File: config.mk
export PLATFORM = sky130hd
export DESIGN_NAME = mem_port_arbiter_flat
export DESIGN_NICKNAME = d
export VERILOG_FILES = /design/src/rtl/mem_port_arbiter_if.sv /design/src/rtl/mem_port_arbiter.sv /design/src/flat_wrapper.sv
export SDC_FILE = /design/constraint.sdc
export NUM_CORES = 1
export LEC_CHECK = 0
export BUFFER_PORTS_ARGS = -buffer_cell sky130_fd_sc_hd__buf_2
export CAP_MARGIN = 20
export CELL_PAD_IN_SITES_DETAIL_PLACEMENT = 1
export CELL_PAD_IN_SITES_GLOBAL_PLACEMENT = 2
export CORE_MARGIN = 2
export CORE_UTILIZATION = 24
export DETAILED_ROUTE_END_ITERATION = 10
export PLACE_DENSITY = 0.84
export SLEW_MARGIN = 20
export SYNTH_ARGS = -nofsm -noshare
export SYNTH_HDL_FRONTEND = slang
export SYNTH_SLANG_ARGS = --single-unit
File: constraint.sdc
create_clock -name clk -period 2.5 [get_ports clk]
set_clock_uncertainty 0.15 [all_clocks]
set_input_delay 0.125 -clock clk [delete_from_list [all_inputs] [get_ports clk]]
set_output_delay 0.125 -clock clk [all_outputs]
set_load 0.05 [all_outputs]
File: src/rtl/mem_port_arbiter_if.sv
// Shared memory-port bundle: fetch side, data side and the SRAM-like memory side.
interface mem_port_arbiter_if;
   logic        inst_req;
   logic [31:0] inst_addr;
   logic [31:0] inst_rdata;
   logic        inst_data_ok;
   logic        data_req;
   logic        data_wr;
   logic [1:0]  data_size;
   logic [31:0] data_addr;
   logic [3:0]  data_wstrb;
   logic [31:0] data_wdata;
   logic [31:0] data_rdata;
   logic        data_data_ok;
   logic        mem_req;
   logic        mem_wr;
   logic [1:0]  mem_size;
   logic [31:0] mem_addr;
   logic [3:0]  mem_wstrb;
   logic [31:0] mem_wdata;
   logic        mem_addr_ok;
   logic        mem_data_ok;
   logic [31:0] mem_rdata;

   modport slave (
      input  inst_req, inst_addr,
      output inst_rdata, inst_data_ok,
      input  data_req, data_wr, data_size, data_addr, data_wstrb, data_wdata,
      output data_rdata, data_data_ok,
      output mem_req, mem_wr, mem_size, mem_addr, mem_wstrb, mem_wdata,
      input  mem_addr_ok, mem_data_ok, mem_rdata
   );

   modport master (
      output inst_req, inst_addr,
      input  inst_rdata, inst_data_ok,
      output data_req, data_wr, data_size, data_addr, data_wstrb, data_wdata,
      input  data_rdata, data_data_ok,
      input  mem_req, mem_wr, mem_size, mem_addr, mem_wstrb, mem_wdata,
      output mem_addr_ok, mem_data_ok, mem_rdata
   );
endinterface

File: src/rtl/mem_port_arbiter.sv
// Single-outstanding arbiter sharing one memory port between fetch and data access.
// Data wins ties unless fetch has been passed over STARVE_LIMIT times.
module mem_port_arbiter #(
   parameter int STARVE_LIMIT = 4
) (
   input  logic             clk,
   input  logic             rst,
   input  logic             flush,
   mem_port_arbiter_if.slave bus,
   output logic             stallreq_inst,
   output logic             stallreq_data
);
   typedef enum logic [2:0] {
      IDLE,
      I_ADDR,
      I_DATA,
      D_ADDR,
      D_DATA
   } state_t;

   localparam logic [3:0] LIMIT = 4'(STARVE_LIMIT);

   state_t     state;
   logic [3:0] starve_cnt;
   logic       discard;

   logic inst_elig;
   logic data_elig;
   logic starved;
   logic grant_d;
   logic grant_i;

   // A requester whose ok pulse is out this cycle still shows req high; skip it.
   always_comb begin
      inst_elig = bus.inst_req & ~bus.inst_data_ok;
      data_elig = bus.data_req & ~bus.data_data_ok;
      starved   = (starve_cnt == LIMIT);
      grant_d   = (state == IDLE) & data_elig & (~inst_elig | ~starved);
      grant_i   = (state == IDLE) & inst_elig & ~grant_d;
   end

   assign stallreq_inst = bus.inst_req & ~bus.inst_data_ok;
   assign stallreq_data = bus.data_req & ~bus.data_data_ok;

   always_ff @(posedge clk) begin
      if (rst) begin
         state            <= IDLE;
         starve_cnt       <= 4'd0;
         discard          <= 1'b0;
         bus.mem_req      <= 1'b0;
         bus.mem_wr       <= 1'b0;
         bus.mem_size     <= 2'd0;
         bus.mem_addr     <= 32'd0;
         bus.mem_wstrb    <= 4'd0;
         bus.mem_wdata    <= 32'd0;
         bus.inst_rdata   <= 32'd0;
         bus.inst_data_ok <= 1'b0;
         bus.data_rdata   <= 32'd0;
         bus.data_data_ok <= 1'b0;
      end else begin
         bus.inst_data_ok <= 1'b0;
         bus.data_data_ok <= 1'b0;
         unique case (state)
            IDLE: begin
               if (grant_d) begin
                  state         <= D_ADDR;
                  bus.mem_req   <= 1'b1;
                  bus.mem_wr    <= bus.data_wr;
                  bus.mem_size  <= bus.data_size;
                  bus.mem_addr  <= bus.data_addr;
                  bus.mem_wstrb <= bus.data_wstrb;
                  bus.mem_wdata <= bus.data_wdata;
                  // grant_d with fetch eligible implies not yet saturated
                  if (inst_elig) starve_cnt <= starve_cnt + 4'd1;
               end else if (grant_i) begin
                  state         <= I_ADDR;
                  bus.mem_req   <= 1'b1;
                  bus.mem_wr    <= 1'b0;
                  bus.mem_size  <= 2'd2;
                  bus.mem_addr  <= bus.inst_addr;
                  bus.mem_wstrb <= 4'd0;
                  bus.mem_wdata <= 32'd0;
                  starve_cnt    <= 4'd0;
                  discard       <= flush;
               end
            end
            I_ADDR: begin
               if (flush) discard <= 1'b1;
               if (bus.mem_addr_ok) begin
                  state       <= I_DATA;
                  bus.mem_req <= 1'b0;
               end
            end
            D_ADDR: begin
               if (bus.mem_addr_ok) begin
                  state       <= D_DATA;
                  bus.mem_req <= 1'b0;
               end
            end
            I_DATA: begin
               if (flush) discard <= 1'b1;
               if (bus.mem_data_ok) begin
                  state   <= IDLE;
                  discard <= 1'b0;
                  if (!discard && !flush) begin
                     bus.inst_rdata   <= bus.mem_rdata;
                     bus.inst_data_ok <= 1'b1;
                  end
               end
            end
            D_DATA: begin
               if (bus.mem_data_ok) begin
                  state            <= IDLE;
                  bus.data_rdata   <= bus.mem_rdata;
                  bus.data_data_ok <= 1'b1;
               end
            end
            default: state <= IDLE;
         endcase
      end
   end
endmodule

File: src/flat_wrapper.sv
// flat-port wrapper written by rule: the top's interface ports become plain ports
module mem_port_arbiter_flat 
#(
   parameter int STARVE_LIMIT = 4
)
  (clk, rst, flush, stallreq_inst, stallreq_data, bus_inst_req, bus_inst_addr, bus_inst_rdata, bus_inst_data_ok, bus_data_req, bus_data_wr, bus_data_size, bus_data_addr, bus_data_wstrb, bus_data_wdata, bus_data_rdata, bus_data_data_ok, bus_mem_req, bus_mem_wr, bus_mem_size, bus_mem_addr, bus_mem_wstrb, bus_mem_wdata, bus_mem_addr_ok, bus_mem_data_ok, bus_mem_rdata);
  mem_port_arbiter_if bus_i ();
  input  logic clk;
  input  logic rst;
  input  logic flush;
  output logic stallreq_inst;
  output logic stallreq_data;
  input wire logic [$bits(bus_i.inst_req)-1:0] bus_inst_req;
  input wire logic [$bits(bus_i.inst_addr)-1:0] bus_inst_addr;
  output wire logic [$bits(bus_i.inst_rdata)-1:0] bus_inst_rdata;
  output wire logic [$bits(bus_i.inst_data_ok)-1:0] bus_inst_data_ok;
  input wire logic [$bits(bus_i.data_req)-1:0] bus_data_req;
  input wire logic [$bits(bus_i.data_wr)-1:0] bus_data_wr;
  input wire logic [$bits(bus_i.data_size)-1:0] bus_data_size;
  input wire logic [$bits(bus_i.data_addr)-1:0] bus_data_addr;
  input wire logic [$bits(bus_i.data_wstrb)-1:0] bus_data_wstrb;
  input wire logic [$bits(bus_i.data_wdata)-1:0] bus_data_wdata;
  output wire logic [$bits(bus_i.data_rdata)-1:0] bus_data_rdata;
  output wire logic [$bits(bus_i.data_data_ok)-1:0] bus_data_data_ok;
  output wire logic [$bits(bus_i.mem_req)-1:0] bus_mem_req;
  output wire logic [$bits(bus_i.mem_wr)-1:0] bus_mem_wr;
  output wire logic [$bits(bus_i.mem_size)-1:0] bus_mem_size;
  output wire logic [$bits(bus_i.mem_addr)-1:0] bus_mem_addr;
  output wire logic [$bits(bus_i.mem_wstrb)-1:0] bus_mem_wstrb;
  output wire logic [$bits(bus_i.mem_wdata)-1:0] bus_mem_wdata;
  input wire logic [$bits(bus_i.mem_addr_ok)-1:0] bus_mem_addr_ok;
  input wire logic [$bits(bus_i.mem_data_ok)-1:0] bus_mem_data_ok;
  input wire logic [$bits(bus_i.mem_rdata)-1:0] bus_mem_rdata;
  assign bus_i.inst_req = bus_inst_req;
  assign bus_i.inst_addr = bus_inst_addr;
  assign bus_inst_rdata = bus_i.inst_rdata;
  assign bus_inst_data_ok = bus_i.inst_data_ok;
  assign bus_i.data_req = bus_data_req;
  assign bus_i.data_wr = bus_data_wr;
  assign bus_i.data_size = bus_data_size;
  assign bus_i.data_addr = bus_data_addr;
  assign bus_i.data_wstrb = bus_data_wstrb;
  assign bus_i.data_wdata = bus_data_wdata;
  assign bus_data_rdata = bus_i.data_rdata;
  assign bus_data_data_ok = bus_i.data_data_ok;
  assign bus_mem_req = bus_i.mem_req;
  assign bus_mem_wr = bus_i.mem_wr;
  assign bus_mem_size = bus_i.mem_size;
  assign bus_mem_addr = bus_i.mem_addr;
  assign bus_mem_wstrb = bus_i.mem_wstrb;
  assign bus_mem_wdata = bus_i.mem_wdata;
  assign bus_i.mem_addr_ok = bus_mem_addr_ok;
  assign bus_i.mem_data_ok = bus_mem_data_ok;
  assign bus_i.mem_rdata = bus_mem_rdata;
  mem_port_arbiter #(.STARVE_LIMIT(STARVE_LIMIT)) u_core (.clk(clk), .rst(rst), .flush(flush), .bus(bus_i), .stallreq_inst(stallreq_inst), .stallreq_data(stallreq_data));
endmodule
**Word-level counts from Yosys, hierarchy flattened**

Index checks and enable logic that the tools add are counted.

- $add $sub $neg: 1
- Equal/unequal tests: 13
- Mux-type cells: 29
- Bitwise logic cells: 15
- Reductions and logical operators: 18

Operators by type and width:

| kind | number |
|---|---|
| $mux W32 | 4 |
| $mux W4 | 4 |
| $mux W3 | 5 |
| $pmux W3 S4 | 1 |
| $reduce_and A3 Y1 | 4 |
| $mux W1 | 11 |
| $ne A2 B2 Y1 const B | 4 |
| $not A1 Y1 | 8 |
| $and A1 B1 Y1 | 6 |
| $eq A3 B2 Y1 const B | 2 |
| $ne A2 B1 Y1 const B | 3 |
| $reduce_or A2 Y1 | 3 |
| $add A4 B1 Y4 const B | 1 |
| $eq A4 B3 Y1 const B | 1 |
| $mux W2 | 2 |
| $reduce_and A2 Y1 | 2 |
| $reduce_and A4 Y1 | 1 |
| $reduce_bool A2 Y1 | 2 |
| $eq A3 B1 Y1 const B | 1 |
| $eq A3 B3 Y1 const B | 1 |
| $logic_not A3 Y1 | 1 |
| $ne A3 B1 Y1 const B | 1 |
| $pmux W1 S3 | 1 |
| $reduce_bool A3 Y1 | 1 |
| other kinds (5) | 6 |

- Register bits: 146
- Word-level logic and storage cells: 89

**Longest topological paths before layout**

Gate-level depths: netlist of the first run.

- Depth after elaboration: 10
- Mapped depth: 8
- Depth with buffers taken out: 6

**Worst setup path before layout of the first run**

OpenSTA, ideal clock, no wires.

- Kind: register -> register
- Start point: reg u_core.bus.inst_data_ok
- End point: reg u_core.bus.mem_addr[13]
- Library setup time: 0.086 ns
- Arrival: 1.989 ns
- Path slack: 0.276 ns
- Cell stages (with the launch flop): 8
- Path buffers: 2
- Clock period less this slack: 2.224 ns
- Path through: dfxtp_1 -> nand2b_1 -> inv_1 -> nand2_1 -> buf_2 -> clkbuf_1 -> a21oi_1 -> a211oi_1

- Word-level cells in the longest chain between the ends: 9
- Elaborated cells between the ends (all ways): 11

RTL lines:

| element | line | RTL |
|---|---|---|
| start, declared | mem_port_arbiter_if.sv:27 | `output inst_rdata, inst_data_ok,` |
| start signal, assigned | mem_port_arbiter.sv:57 | `bus.inst_data_ok <= 1'b0;` |
| start signal, assigned | mem_port_arbiter.sv:61 | `bus.inst_data_ok <= 1'b0;` |
| start signal, assigned | mem_port_arbiter.sv:107 | `bus.inst_data_ok <= 1'b1;` |
| $not A1 Y1 (*) | n/a |  |
| $and A1 B1 Y1 (*) | n/a |  |
| via stallreq_inst | flat_wrapper.sv:11 | `output logic stallreq_inst;` |
| $not A1 Y1 | mem_port_arbiter.sv:38 | `grant_d = (state == IDLE) & data_elig & (~inst_elig \| ~starved);` |
| $or A1 B1 Y1 | mem_port_arbiter.sv:38 |  |
| $and A1 B1 Y1 | mem_port_arbiter.sv:38 |  |
| $not A1 Y1 | mem_port_arbiter.sv:39 | `grant_i = (state == IDLE) & inst_elig & ~grant_d;` |
| $and A1 B1 Y1 | mem_port_arbiter.sv:39 |  |
| $reduce_bool A2 Y1 (no line) | n/a |  |
| $reduce_and A2 Y1 (no line) | n/a |  |
| end signal, assigned | mem_port_arbiter.sv:70 | `bus.mem_addr <= bus.data_addr;` |
| end signal, assigned | mem_port_arbiter.sv:80 | `bus.mem_addr <= bus.inst_addr;` |
| end, declared | mem_port_arbiter_if.sv:30 | `output mem_req, mem_wr, mem_size, mem_addr, mem_wstrb, mem_wdata,` |

Mark *: on every way through the listed nets, which the timed path passes. The rest lies on a longest branch.
A chain may end at the register's enable or synchronous reset.

**Worst setup path in the final report of the first run**

- Start point: reg u_core.starve_cnt[0]
- End point: reg u_core.bus.mem_addr[11]

- Word-level cells in the longest chain between the ends: 8
- Elaborated cells between the ends (all ways): 9

RTL lines:

| element | line | RTL |
|---|---|---|
| start, declared | mem_port_arbiter.sv:24 | `logic [3:0] starve_cnt;` |
| start signal, assigned | mem_port_arbiter.sv:74 | `if (inst_elig) starve_cnt <= starve_cnt + 4'd1;` |
| $eq A4 B3 Y1 (*) | mem_port_arbiter.sv:37 | `starved = (starve_cnt == LIMIT);` |
| $not A1 Y1 (*) | mem_port_arbiter.sv:38 |  |
| $or A1 B1 Y1 (*) | mem_port_arbiter.sv:38 |  |
| $and A1 B1 Y1 (*) | mem_port_arbiter.sv:38 |  |
| $not A1 Y1 | mem_port_arbiter.sv:39 |  |
| $and A1 B1 Y1 | mem_port_arbiter.sv:39 |  |
| $reduce_bool A2 Y1 (no line) | n/a |  |
| $reduce_and A2 Y1 (no line) | n/a |  |

Every way passes the cells marked *; elsewhere a longest branch is shown, timed or not.

==> results list, run 1 <==
* Run status: completed
- At the pin with the least slew margin, the transition time is 0.6395 ns.
* Area of the multi-input gates: 2395 µm²
- Combined buffer and inverter count along the critical path: 2
- Traced cell by cell, the critical path runs through inv_1, ha_1, and3b_1, a211oi_4, buf_12, a21oi_1, a211oi_1.
- Static timing analysis puts the maximum clock frequency at 0.4541 GHz.
- Min Clock Period, post-route: 2.202 ns
- Clock Tree Root: sky130_fd_sc_hd__clkbuf_16
- The worst setup path is launched from a register.
* Worst-path maximum fanout: 76
* Fin. Hold Viols: 0
- The floorplan step defined a core boundary enclosing 22710 µm².
- Final Max Slew Viols: 0
- R2R cell count: 7
* Overall power of the completed layout: 7.318 mW
- Number of rows created at floorplan: 55
* CP Capture Type: register
- Classification of the worst-slack hold path: primary input to register
- The initial antenna violation count came to 0.
* Antenna-violating nets left: 0
* Cell type with the highest aggregate area in the netlist: sky130_fd_sc_hd__dfxtp_1
* Layout overhead on the synthesized area: 67.46%
- Global routing consumed, over all layers together, 18.45% of the routing resources.
- The number of nets handed over by synthesis was 854.
- Number of cells on the worst hold path: 2
* Maximum root-to-sink buffer count: 2
- Number of enable flip-flop cells after synthesis: 0
* Post-DR wirelength/cell: 16.23 µm
- For this run, the leading register cell type out of synthesis is sky130_fd_sc_hd__dfxtp_1.
- Area of the die: 24450 µm²
- Number of hold-repair buffers added at the cts stage: 138
- Layout cell share with drive strength beyond 1: 29.81%
- Length of the first detailed-routing pass in iterations: 4
* Post-route DRC: 0
- Normalized max-slew margin: 57.04%
- Buffers added to address setup during post-CTS repair amount to 0.
* Final WL: 22750 µm
- Net count of the finished layout: 1248
* Avg Vias per Cell: 4.598
- Leading cell types by count after synthesis: 203 x sky130_fd_sc_hd__nand2_1, 146 x sky130_fd_sc_hd__dfxtp_1, 142 x sky130_fd_sc_hd__a21oi_1
- Dpl hpwl: 13790 µm
* Clock network latency to the later pin of the worst-skew pair: 0.42 ns
* Slowest CP cell: sky130_fd_sc_hd__dfxtp_1
- The worst hold path terminates at u_core.bus.data_data_ok.
- After clock tree synthesis, the repair step resized 0 gates.
- Wire length of the first global-routing pass: 35760 µm
- Clock-pin slew was measured on the worst setup and hold paths at 0.07 ns.
* Max_cap viols: 0
- Total number of yosys warnings: 0
- Height of the die: 156.4 µm
* Final critical-path share of the clock period: 88.09%
* Cell area after technology mapping: 5572 µm²
* Cell count after synthesis: 710
* RSZ-0062 raised after global routing: no
* CTS H-tree depth: 4
- Initial DRC count: 287
* Synth top area cells: sky130_fd_sc_hd__dfxtp_1 52%, sky130_fd_sc_hd__nand2_1 14%, sky130_fd_sc_hd__a21oi_1 13%
* Via Count: 6447
- Broken down by cell family, the worst path's largest delay share belongs to compound AO/OA/AOI/OAI gates.
- Synthesized area divided by synthesized cell count: 7.847 µm²
- Antenna fix cells: 0
- For this design the ratio of total power to cell area is 784.3 nW/µm².
* Post-detailed-placement cell area: 7313 µm²
- In this run the critical register-to-register path is captured at u_core.bus.mem_addr[11].
- Pin count of the biggest net entering global routing: 77
- Fill cells in the final layout number 2774.
* Number of distinct library cells after synthesis: 34
* Beginning of the worst hold path: rst
* Register Area: 2923 µm²
- Clock Sinks: 146
- Largest voltage drop on the vdd net: 0.4157 mV
- Number of global-route vias before repair: 6877
- Once layout is done, the placed cells without fillers occupy 9330 µm².
* Static power due to leakage: 4.093 nW
* Arrival time of data at the critical path endpoint: 2.38 ns
- Async set or reset register ratio after synthesis: 0%
- Final sum of negative setup slack: 0 ns
- Die outline width: 156.4 µm
* Most repeated cell in the gate-level netlist after synthesis: sky130_fd_sc_hd__nand2_1
- Setup violations remaining at the end of the flow were counted as 0.
- The critical path is of the register to register type.
* Clock tree from TritonCTS: done
- Number of buffers created by CTS: 17
* Proportion of synthesized chip area in sequential cells: 52.46%
- Required time reported for the critical path endpoint: 2.67 ns
- Area fraction of the dominant cell type after synthesis: 52.46%
- The initial utilization of the core area, before any placement, comes to 24.53%.
* Highest cell delay on the worst timing path: 0.37 ns
* Global-route congestion overflow total: 0
* I/O pin cnt: 282
- Port bufs: 281
- Across all register-to-register paths, the minimum setup slack is 0.30 ns.
* R2r startpoint: u_core.starve_cnt[0]
- Routability-driven placement finished with a final weighted congestion of 0.7390.
- Synthesized flop and latch total: 146
through the flow:
step | std cells | worst slack, ns | hold WS [ns] | util, %
final | 1402 | 0.2977 | 0.01630 | 41.09
after global routing | 1402 | 0.1473 | 0.04162 | 41.09
after CTS | 1402 | 0.3341 | 0.005275 | 41.09
after detailed placement | 1232 | 0.3645 | 0.2231 | 32.20
after global placement | 1232 | 0.4685 | 0.2173 | 32.20
after floorplan | 710 | 0.2759 | 0.1110 | -
flip-flops by register name, indices dropped and copies added (netlist names):
| signal | count |
|---|---|
| u_core.bus.data_rdata | 32 |
| u_core.bus.inst_rdata | 32 |
| u_core.bus.mem_addr | 32 |
| u_core.bus.mem_wdata | 32 |
| u_core.bus.mem_wstrb | 4 |
| u_core.starve_cnt | 4 |
| u_core.state | 3 |
| u_core.bus.mem_size | 2 |
| u_core.bus.data_data_ok | 1 |
| u_core.bus.inst_data_ok | 1 |
| u_core.bus.mem_req | 1 |
| u_core.bus.mem_wr | 1 |
| u_core.discard | 1 |
cell type report:
type | count | share of cell area, %
multi-input cells | 498 | 25.67
clock inverters | 15 | 2.253
repair buffers | 435 | 32.13
inverters | 6 | 0.2414
flip-flops and latches | 146 | 31.33
clock buffers | 17 | 4.559
well taps | 285 | 3.822
cell usage in the layout (no fill, tap or decap), drive strengths merged, types with 15 or more instances in the layout:
| cell | count |
|---|---|
| buf | 297 |
| nand2 | 203 |
| dfxtp | 146 |
| a21oi | 142 |
| dlygate4sd3 | 138 |
| nand3 | 42 |
| nor2 | 39 |
| a211oi | 33 |
| clkbuf | 17 |
| inv | 15 |
layer usage:
| metal | track usage [%] | share of wire, % | vias up |
|---|---|---|---|
| met5 | 0 | 0 | - |
| met4 | 6.946 | 2.7 | 0 |
| met3 | 4.846 | 5.0 | 41 |
| met2 | 33.10 | 51 | 177 |
| met1 | 20.93 | 41 | 3056 |
| li1 | - | - | 3173 |
report_power, final:
group          internal (mW)  switching [mW]  total [mW]
Clock                   1.62            1.16        2.79
Combinational          0.611            1.31        1.92
Sequential              2.51          0.0983        2.61
Total                   4.75            2.57        7.32
worst max-delay path by stage:
stage	endpoint	start	cells after the start
CTS	u_core.bus.mem_addr[6]	u_core.starve_cnt[0]	7
detailed placement	u_core.bus.mem_addr[28]	u_core.starve_cnt[0]	7
finish	u_core.bus.mem_addr[11]	u_core.starve_cnt[0]	7
global placement	u_core.bus.mem_addr[17]	u_core.starve_cnt[0]	7
global route	u_core.bus.mem_addr[11]	u_core.starve_cnt[0]	7
floorplan	u_core.bus.mem_addr[13]	u_core.bus.inst_data_ok	7
kinds of logic (layout without fill, tap and decap cells):
group / count (synthesis) / after routing / synth area share [%]
AOI/OAI and AO/OA: 186 / 186 / 18.82
xor gates and xnor gates: 1 / 1 / 0.1572
adders and majority gates: 2 / 2 / 0.4491
buffers and inverters: 66 / 473 / 5.030
DFF: 146 / 146 / 52.46
and+or+nand+nor: 309 / 309 / 23.09
No activity file was read; power rests on OpenSTA's default activity.
==> inputs of run 2 (changes only) <==
--- a/config.mk
+++ b/config.mk
@@ -5,6 +5,7 @@
 export SDC_FILE = /design/constraint.sdc
 export NUM_CORES = 1
 export LEC_CHECK = 0
+export ABC_AREA = 1
 export BUFFER_PORTS_ARGS = -buffer_cell sky130_fd_sc_hd__buf_2
 export CAP_MARGIN = 20
 export CELL_PAD_IN_SITES_DETAIL_PLACEMENT = 1
==> run 2 against run 1 <==
Effect of this change: maximum frequency is 5.3% lower; final cell count is 16% higher; hold slack worse by 0.0092 ns; flip-flop and latch count stayed put.
==> results list, run 2 <==
- The flow ran to the end, and the final reports show no timing, DRC or antenna violations.
* Maximum root-to-sink buffer count: 2 (unchanged)
* Required time reported for the critical path endpoint: 2.65 ns (-0.02 ns)
* Post-synth net total: 1032 (+21%)
* Actual transition at the worst max-transition pin: 0.4092 ns (-0.2303 ns)
* Detailed-route wire length on metal 1: 9991 µm (+6.5%)
- The overall die area came to 26850 µm² (+9.8%).
- The wire length of the first global-routing pass was 36690 µm (+2.6%).
* Antenna-violating nets left: 0 (unchanged)
- The distinct cell type count after synthesis came to 21 (-38%).
- Clock network latency to the later pin of the worst-skew pair: 0.42 ns (about the same)
- Port bufs: 281 (unchanged)
- The leakage power was 4.920 nW (+20%).
* Post-layout worst setup margin: 0.1752 ns (-0.1225 ns)
- Number of rows created at floorplan: 58 (+5.5%)
- In the layout the commonest cells are 281 x sky130_fd_sc_hd__buf_2, 208 x sky130_fd_sc_hd__nor2_1, 144 x sky130_fd_sc_hd__dfxtp_1.
- STA classifies the critical path startpoint as a register.
- The critical path is of the register to register type.
- The largest total area in the synthesized netlist belongs to sky130_fd_sc_hd__dfxtp_1.
- The number of max-slew violations in the final report was 0 (unchanged).
* Layout overhead on the synthesized area: 60.77%
- Sum of met2 wire segment lengths after detailed routing: 11490 µm (-1.2%)
- The sequential cell area fraction in the yosys report was 47.65% (-4.8 points).
- The time the final worst path needs with I/O delays and setup was 2.325 ns (+0.1225 ns).
- Normalized max-slew margin: 72.72% (+16 points)
- The number of max-cap violations was 0 (unchanged).
* Synthesized flop and latch total: 146 (unchanged)
- The total iterations of the first detailed-routing run was 4 (unchanged).
- The count of mapped cells out of synthesis was 888 (+25%).
- The share of synthesized flip-flops with an asynchronous set or reset is 0% (unchanged).
- The total number of yosys warnings was 0 (unchanged).
- The worst hold path belongs to the class primary input to register.
- The library cell used most frequently in the layout, excluding fill and tap cells, is sky130_fd_sc_hd__buf_2.
* Met3 routed WL: 1672 µm (+48%)
* Largest voltage drop on the vdd net: 0.4617 mV (+11%)
- Synth top area cells: sky130_fd_sc_hd__dfxtp_1 48%, sky130_fd_sc_hd__nor2_1 13%, sky130_fd_sc_hd__nand2_1 7.4%
- The most common cell in the synthesized netlist is sky130_fd_sc_hd__nor2_1.
- Number of global-route vias before repair: 7272 (+5.7%)
* Fin. Hold Viols: 0 (unchanged)
* Clock Tree Root: sky130_fd_sc_hd__clkbuf_16
- The total setup violations reported at the end of the flow is 0 (unchanged).
* I/O pin cnt: 282 (unchanged)
- Layout cell share with drive strength beyond 1: 26.55% (-3.3 points)
* RePlAce Congestion: 0.7467 (+1.0%)
* Height of the die: 163.9 µm (+4.8%)
* Pin count of the biggest net entering global routing: 74 (-3.9%)
* Top flip-flop cell by instance count after synthesis: sky130_fd_sc_hd__dfxtp_1
- Number of antenna violations at the first check in global routing: 1 (+1)
- Top Layer Used: met5
* Area fraction of the dominant cell type after synthesis: 47.65% (-4.8 points)
- The share of the clock period used by the worst path after layout came to 92.99% (+4.9 points).
- Starting Density: 24.43% (-0.11 points)
* Global-route congestion overflow total: 0 (unchanged)
- In the synthesized netlist, the cells that appear most often are 208 x sky130_fd_sc_hd__nor2_1, 146 x sky130_fd_sc_hd__dfxtp_1, 121 x sky130_fd_sc_hd__nand2_1.
- Post-route DRC: 0 (unchanged)
* Clk slew on worst S/H paths: 0.07 ns (about the same)
- The cell area after placement was 7860 µm² (+7.5%).
* Via Count: 7055 (+9.4%)
- The number of synthesized flops with an enable pin was 0 (unchanged).
* Pre-CTS worst setup slack: 0.4793 ns (+0.1148 ns)
- The starting DRC count in detailed routing came to 271 (-5.6%).
- The highest attainable clock frequency came to 0.4302 GHz (-5.3%).
- Dpl hpwl: 15230 µm (+10%)
- Clock tree from TritonCTS: done
- The post-route non-filler standard cell count was 1622 (+16%).
* Post-DR wirelength/cell: 14.64 µm (-9.8%)
- STA classifies the critical path endpoint as a register.
* Final design instance area without fill: 9861 µm² (+5.7%)
- Final sum of negative setup slack: 0 ns (unchanged)
* Net count of the finished layout: 1423 (+14%)
* CTS H-tree depth: 4 (unchanged)
* RSZ-0062 raised after global routing: no
- The die span in x came to 163.9 µm (+4.8%).
- Synthesized area divided by synthesized cell count: 6.907 µm² (-12%)
- Total power divided by cell area: 1069 nW/µm² (+36%)
- Total Routing Usage GR: 17.12% (-1.3 points)
* Avg Vias per Cell: 4.350 (-5.4%)
- Cell area after technology mapping: 6133 µm² (+10%)
- The maximum fanout along the worst path came to 33 (-57%).
- The data arrival time of the critical path is 2.48 ns (+0.10 ns).
- Final WL: 23740 µm (+4.3%)
- Number of buffers created by CTS: 17 (unchanged)
- The placeable core region came to 25110 µm² (+11%).
- Antenna fix cells: 0 (unchanged)
- Cell count after placement: 1456 (+18%)
* Clock Sinks: 146 (unchanged)
## run 2: cell count changes in the layout (fill, tap and decap cells not counted), sizes merged, moves of 4 or more
cell and delta:
nand4 +4, a21oi -71, nand4b -4, nor3 -6, nor2 +172, inv +109
nand2 -80, dlygate4sd3 -7, nand3 +42, a211oi -33, o21ai +65
## run 2: power breakdown
group,total [mW],internal [mW],leakage (nW),switching [mW]
combinational,4.85,1.50,3.45,3.35
clock,2.64,1.50,0.282,1.14
sequential,3.05,2.79,1.19,0.254
## run 2: path summary, 6_finish.rpt
| check | startpoint | endpoint | slack [ns] | depth (start not counted) |
|---|---|---|---|---|
| setup / recovery | u_core.starve_cnt[0] | u_core.bus.mem_addr[8] | 0.18 | 12 |
| hold / removal | bus_inst_addr[14] | u_core.bus.mem_addr[14] | 0.007 | 7 |
| setup reg to reg | u_core.starve_cnt[0] | u_core.bus.mem_addr[8] | 0.18 | 12 |
| hold reg to reg | u_core.bus.data_rdata[20] | u_core.bus.data_rdata[20] | 0.29 | 2 |
## run 2: per-stage QoR
step,hold slack (ns),utilization [%],power (mW)
2_1_floorplan,0.1099,-,6.288
3_3_place_gp,0.2169,31.30,7.383
3_5_place_dp,0.2192,31.30,7.445
4_1_cts,0.002130,38.91,10.51
5_1_grt,0.05041,39.27,11.23
6_report,0.007122,39.27,10.54
## run 2: repair_timing
action / in CTS / in global routing
endpoints found under the setup margin: 0 / 24
resized for setup: 0 / 9
hold endpoints to repair: 138 / 0
buffers inserted: 0 / 2
hold buffers: 131 / 0
## run 2: per-layer routing
metal	global-route usage, %	vias up
met5	0	-
met4	5.742	2
met3	5.783	41
met2	30.06	209
met1	19.42	3269
li1	-	3534
## run 2: worst max-delay path, cell delays in order (launching register included)
cell and delay (ns):
sky130_fd_sc_hd__dfxtp_2 0.36, sky130_fd_sc_hd__inv_1 0.05, sky130_fd_sc_hd__ha_1 0.19, sky130_fd_sc_hd__nand2_1 0.07
sky130_fd_sc_hd__inv_1 0.05, sky130_fd_sc_hd__nand3_2 0.14, sky130_fd_sc_hd__nand2_8 0.12, sky130_fd_sc_hd__buf_16 0.20
sky130_fd_sc_hd__nand2_1 0.10, sky130_fd_sc_hd__nand2_1 0.05, sky130_fd_sc_hd__dlygate4sd3_1 0.55, sky130_fd_sc_hd__nor2_1 0.11
sky130_fd_sc_hd__nor2_1 0.04
## run 2: logic make-up (layout without fill, tap and decap cells)
kind of cell,count (synthesis),after routing,share of synthesized area [%]
AND/OR/NAND/NOR,423,423,28.32
AO/OA/AOI/OAI,139,139,11.34
flip-flops,146,146,47.65
XOR/XNOR,3,3,0.4285
adder cells (fa/ha/maj),2,2,0.4079
buffers and inverters,175,579,11.85
## run 2: area by class of cell
class	count	area, µm²
Fill cell	3178	15250
Inverter	118	442.9
Clock inverter	15	172.7
Tap cell	330	412.9
Sequential cell	146	2925
Multi-Input combinational cell	567	2521
Clock buffer	17	425.4
Timing Repair Buffer	429	2960
==> inputs of run 3 (changes only) <==
--- a/config.mk
+++ b/config.mk
@@ -14,6 +14,7 @@
 export CORE_UTILIZATION = 24
 export DETAILED_ROUTE_END_ITERATION = 10
 export PLACE_DENSITY = 0.84
+export SETUP_SLACK_MARGIN = 0.2
 export SLEW_MARGIN = 20
 export SYNTH_ARGS = -nofsm -noshare
 export SYNTH_HDL_FRONTEND = slang
==> run 3 against run 2 <==
Effect of this change: first-iteration DRC count shrank 14%; die area is the same; core utilization shrank 0.36 points; critical path depth shrank 2; maximum frequency grew 16%; register-to-register slack gained 0.32 ns; global-route usage grew 0.20 points; largest cell class is now flip-flops and latches; largest power group unchanged.
==> results list, run 3 (synthesis results as in run 2) <==
* Pre-CTS worst setup slack: 0.4793 ns (unchanged)
* Number of global-route vias before repair: 7368 (+1.3%)
* Internal power consumption: 5.497 mW (-5.1%)
- The sequential standard cell area was 2923 µm² (about the same).
- Clock network latency to the later pin of the worst-skew pair: 0.42 ns (about the same)
- Post-DR wirelength/cell: 14.69 µm (+0.39%)
- The final hold violation count came to 0 (unchanged).
* Arrival time of data at the critical path endpoint: 2.19 ns (-0.29 ns)
- The switching part of the total is 45.88% (+0.87 points).
- The net total in the final layout was 1420 (-0.21%).
* Area of the die: 26850 µm² (unchanged)
- Via Count: 7025 (-0.43%)
* Type of the worst setup path: register to register
* I/O pin cnt: 282 (unchanged)
* Max_cap viols: 0 (unchanged)
- The number of placement rows was 58 (unchanged).
- Clock tree from TritonCTS: done
* Layout cell share with drive strength beyond 1: 26.22% (-0.33 points)
- Beginning of the worst hold path: rst
- The least setup slack across all paths after layout was 0.4989 ns (+0.3237 ns).
- Clock Sinks: 146 (unchanged)
- Overall power of the completed layout: 10.16 mW (-3.6%)
* Static power due to leakage: 4.837 nW (-1.7%)
- The worst setup path is launched from a register.
- Classification of the worst-slack hold path: primary input to register
- Min Clock Period, post-route: 2.001 ns (-0.3237 ns)
- The starting DRC count in detailed routing came to 234 (-14%).
- The relative contribution of the clock network to total power came to 25.9% (+0.8 points).
* Post-route DRC: 0 (unchanged)
- The count of buffers inserted at the top-level ports was 281 (unchanged).
- The count of nets left with antenna violations after detail routing was 0 (unchanged).
- Number of antenna violations at the first check in global routing: 1 (unchanged)
* Die outline width: 163.9 µm (unchanged)
* Worst-path maximum fanout: 23 (-30%)
* Avg Vias per Cell: 4.339 (-0.24%)
- The post-CTS clock slew at the launch and capture registers of the worst setup and hold paths is 0.07 ns (about the same).
- Core box area: 25110 µm² (unchanged)
- The largest net degree at the start of global routing came to 74 (unchanged).
- The global routing stage identified its most utilized layer as met2.
* Commonest cells after routing, fill and taps aside: 281 x sky130_fd_sc_hd__buf_2, 208 x sky130_fd_sc_hd__nor2_1, 146 x sky130_fd_sc_hd__dfxtp_1
- The maximum vdd drop was 0.4619 mV (about the same).
- Layout Utilization: 38.91% (-0.36 points)
- Length of the first detailed-routing pass in iterations: 4 (unchanged)
- The initial core utilization was 24.43% (unchanged).
- Total power divided by cell area: 1040 nW/µm² (-2.7%)
* Height of the die: 163.9 µm (unchanged)
- The worst slew margin relative to its limit was 72.67% (about the same).
* Seq pwr share: 30.0% (+1.1 points)
- Antenna fix cells: 0 (unchanged)
- Switching power total: 4.661 mW (-1.8%)
- The total global routing overflow is 0 (unchanged).
- CP startpoint: u_core.starve_cnt[0]
* Final sum of negative setup slack: 0 ns (unchanged)
- Met1 usage in global routing: 19.23% (-0.19 points)
- Total Routing Usage GR: 17.32% (+0.20 points)
- The worst path required time is 2.69 ns (+0.04 ns).
* Area of the multi-input gates: 2507 µm² (-0.55%)
- The routed wire length is 23790 µm (+0.21%).
- The transition time of the tightest slew-check pin was 0.4099 ns (+0.0006859 ns).
- The portion of total power attributed to combinational logic came to 44.1% (-1.9 points).
* CP Capture Type: register
- Post-CTS resize count: 0 (unchanged)
* Dpl hpwl: 15230 µm (unchanged)
- Final critical-path share of the clock period: 80.04% (-13 points)
- Number of buffers created by CTS: 17 (unchanged)
* Highest attainable clock frequency: 0.4997 GHz (+16%)
* Met3 usage in global routing: 6.061% (+0.28 points)
- CTS H-tree depth: 4 (unchanged)
- RSZ-0062 raised after global routing: no
- Final Max Slew Viols: 0 (unchanged)
- The library cell used most frequently in the layout, excluding fill and tap cells, is sky130_fd_sc_hd__buf_2.
* Number of fill cells in the layout: 3178 (unchanged)
- The routing usage on met2 was 30.84% (+0.78 points).
* Wire length of the first global-routing pass: 37100 µm (+1.1%)
- In this run the critical register-to-register path is launched from u_core.starve_cnt[0].
- Relative to the synthesized area, the layout overhead comes to 59.28%.
- The total setup violations reported at the end of the flow was 0 (unchanged).
* Clock Tree Root: sky130_fd_sc_hd__clkbuf_16
- The run finished with clean final reports.
- Maximum root-to-sink buffer count: 2 (unchanged)
* RePlAce Congestion: 0.7467 (unchanged)
==> run 3: cell count changes in the layout (fill, tap and decap cells not counted), sizes merged <==
cell | previous run | this run
clkbuf | 18 | 17
buf | 297 | 295
==> run 3: worst paths after layout <==
check / cells after the start / to / slack, ns
setup reg to reg: 10 / u_core.bus.mem_wdata[4] / 0.50
hold reg to reg: 2 / u_core.bus.data_rdata[20] / 0.29
setup / recovery: 10 / u_core.bus.mem_wdata[4] / 0.50
hold / removal: 3 / u_core.bus.inst_data_ok / 0.02
==> run 3: worst max-delay path: stages, from the launching register on <==
cell,delay [ns]
sky130_fd_sc_hd__dfxtp_1,0.39
sky130_fd_sc_hd__inv_1,0.06
sky130_fd_sc_hd__ha_1,0.19
sky130_fd_sc_hd__nand2_1,0.06
sky130_fd_sc_hd__inv_1,0.05
sky130_fd_sc_hd__nand3_2,0.08
sky130_fd_sc_hd__nand2_2,0.18
sky130_fd_sc_hd__inv_2,0.32
sky130_fd_sc_hd__buf_12,0.21
sky130_fd_sc_hd__nand2_1,0.06
sky130_fd_sc_hd__a21oi_1,0.16
==> run 3: layout make-up <==
class / count / share of cell area, %
Sequential cell: 146 / 29.92
Tap cell: 330 / 4.226
Timing Repair Buffer: 426 / 29.53
Multi-Input combinational cell: 567 / 25.67
Clock buffer: 17 / 4.355
Inverter: 118 / 4.534
Clock inverter: 15 / 1.767
==> run 3: power by group through the flow <==
stage / sequential [mW] / clock (mW) / combinational (mW)
after floorplan: 4.52 / 0 / 1.77
after global placement: 3.08 / 0 / 4.31
after CTS: 3.05 / 2.73 / 4.52
after global routing: 3.10 / 2.81 / 4.92
final: 3.05 / 2.64 / 4.48
after detailed placement: 3.10 / 0 / 4.35
==> run 3: stage by stage <==
step	std cells	cell area, µm²	hold slack (ns)
global placement	1456	7860	0.2169
global route	1619	9769	0.04698
finish	1619	9769	0.01637
CTS	1619	9769	0.002130
detailed placement	1456	7860	0.2192
floorplan	888	6133	0.1099
==> run 3: routing by layer <==
| layer | share of wire, % | up-vias |
|---|---|---|
| met5 | 0.046 | - |
| met4 | 2.3 | 2 |
| met3 | 7.6 | 43 |
| met2 | 49 | 209 |
| met1 | 41 | 3243 |
| li1 | - | 3528 |
==> run 3: timing repair <==
item | CTS | global route
hold buffers | 131 | 0
setup buffers | 0 | 0
endpoints found under the hold margin | 138 | 0
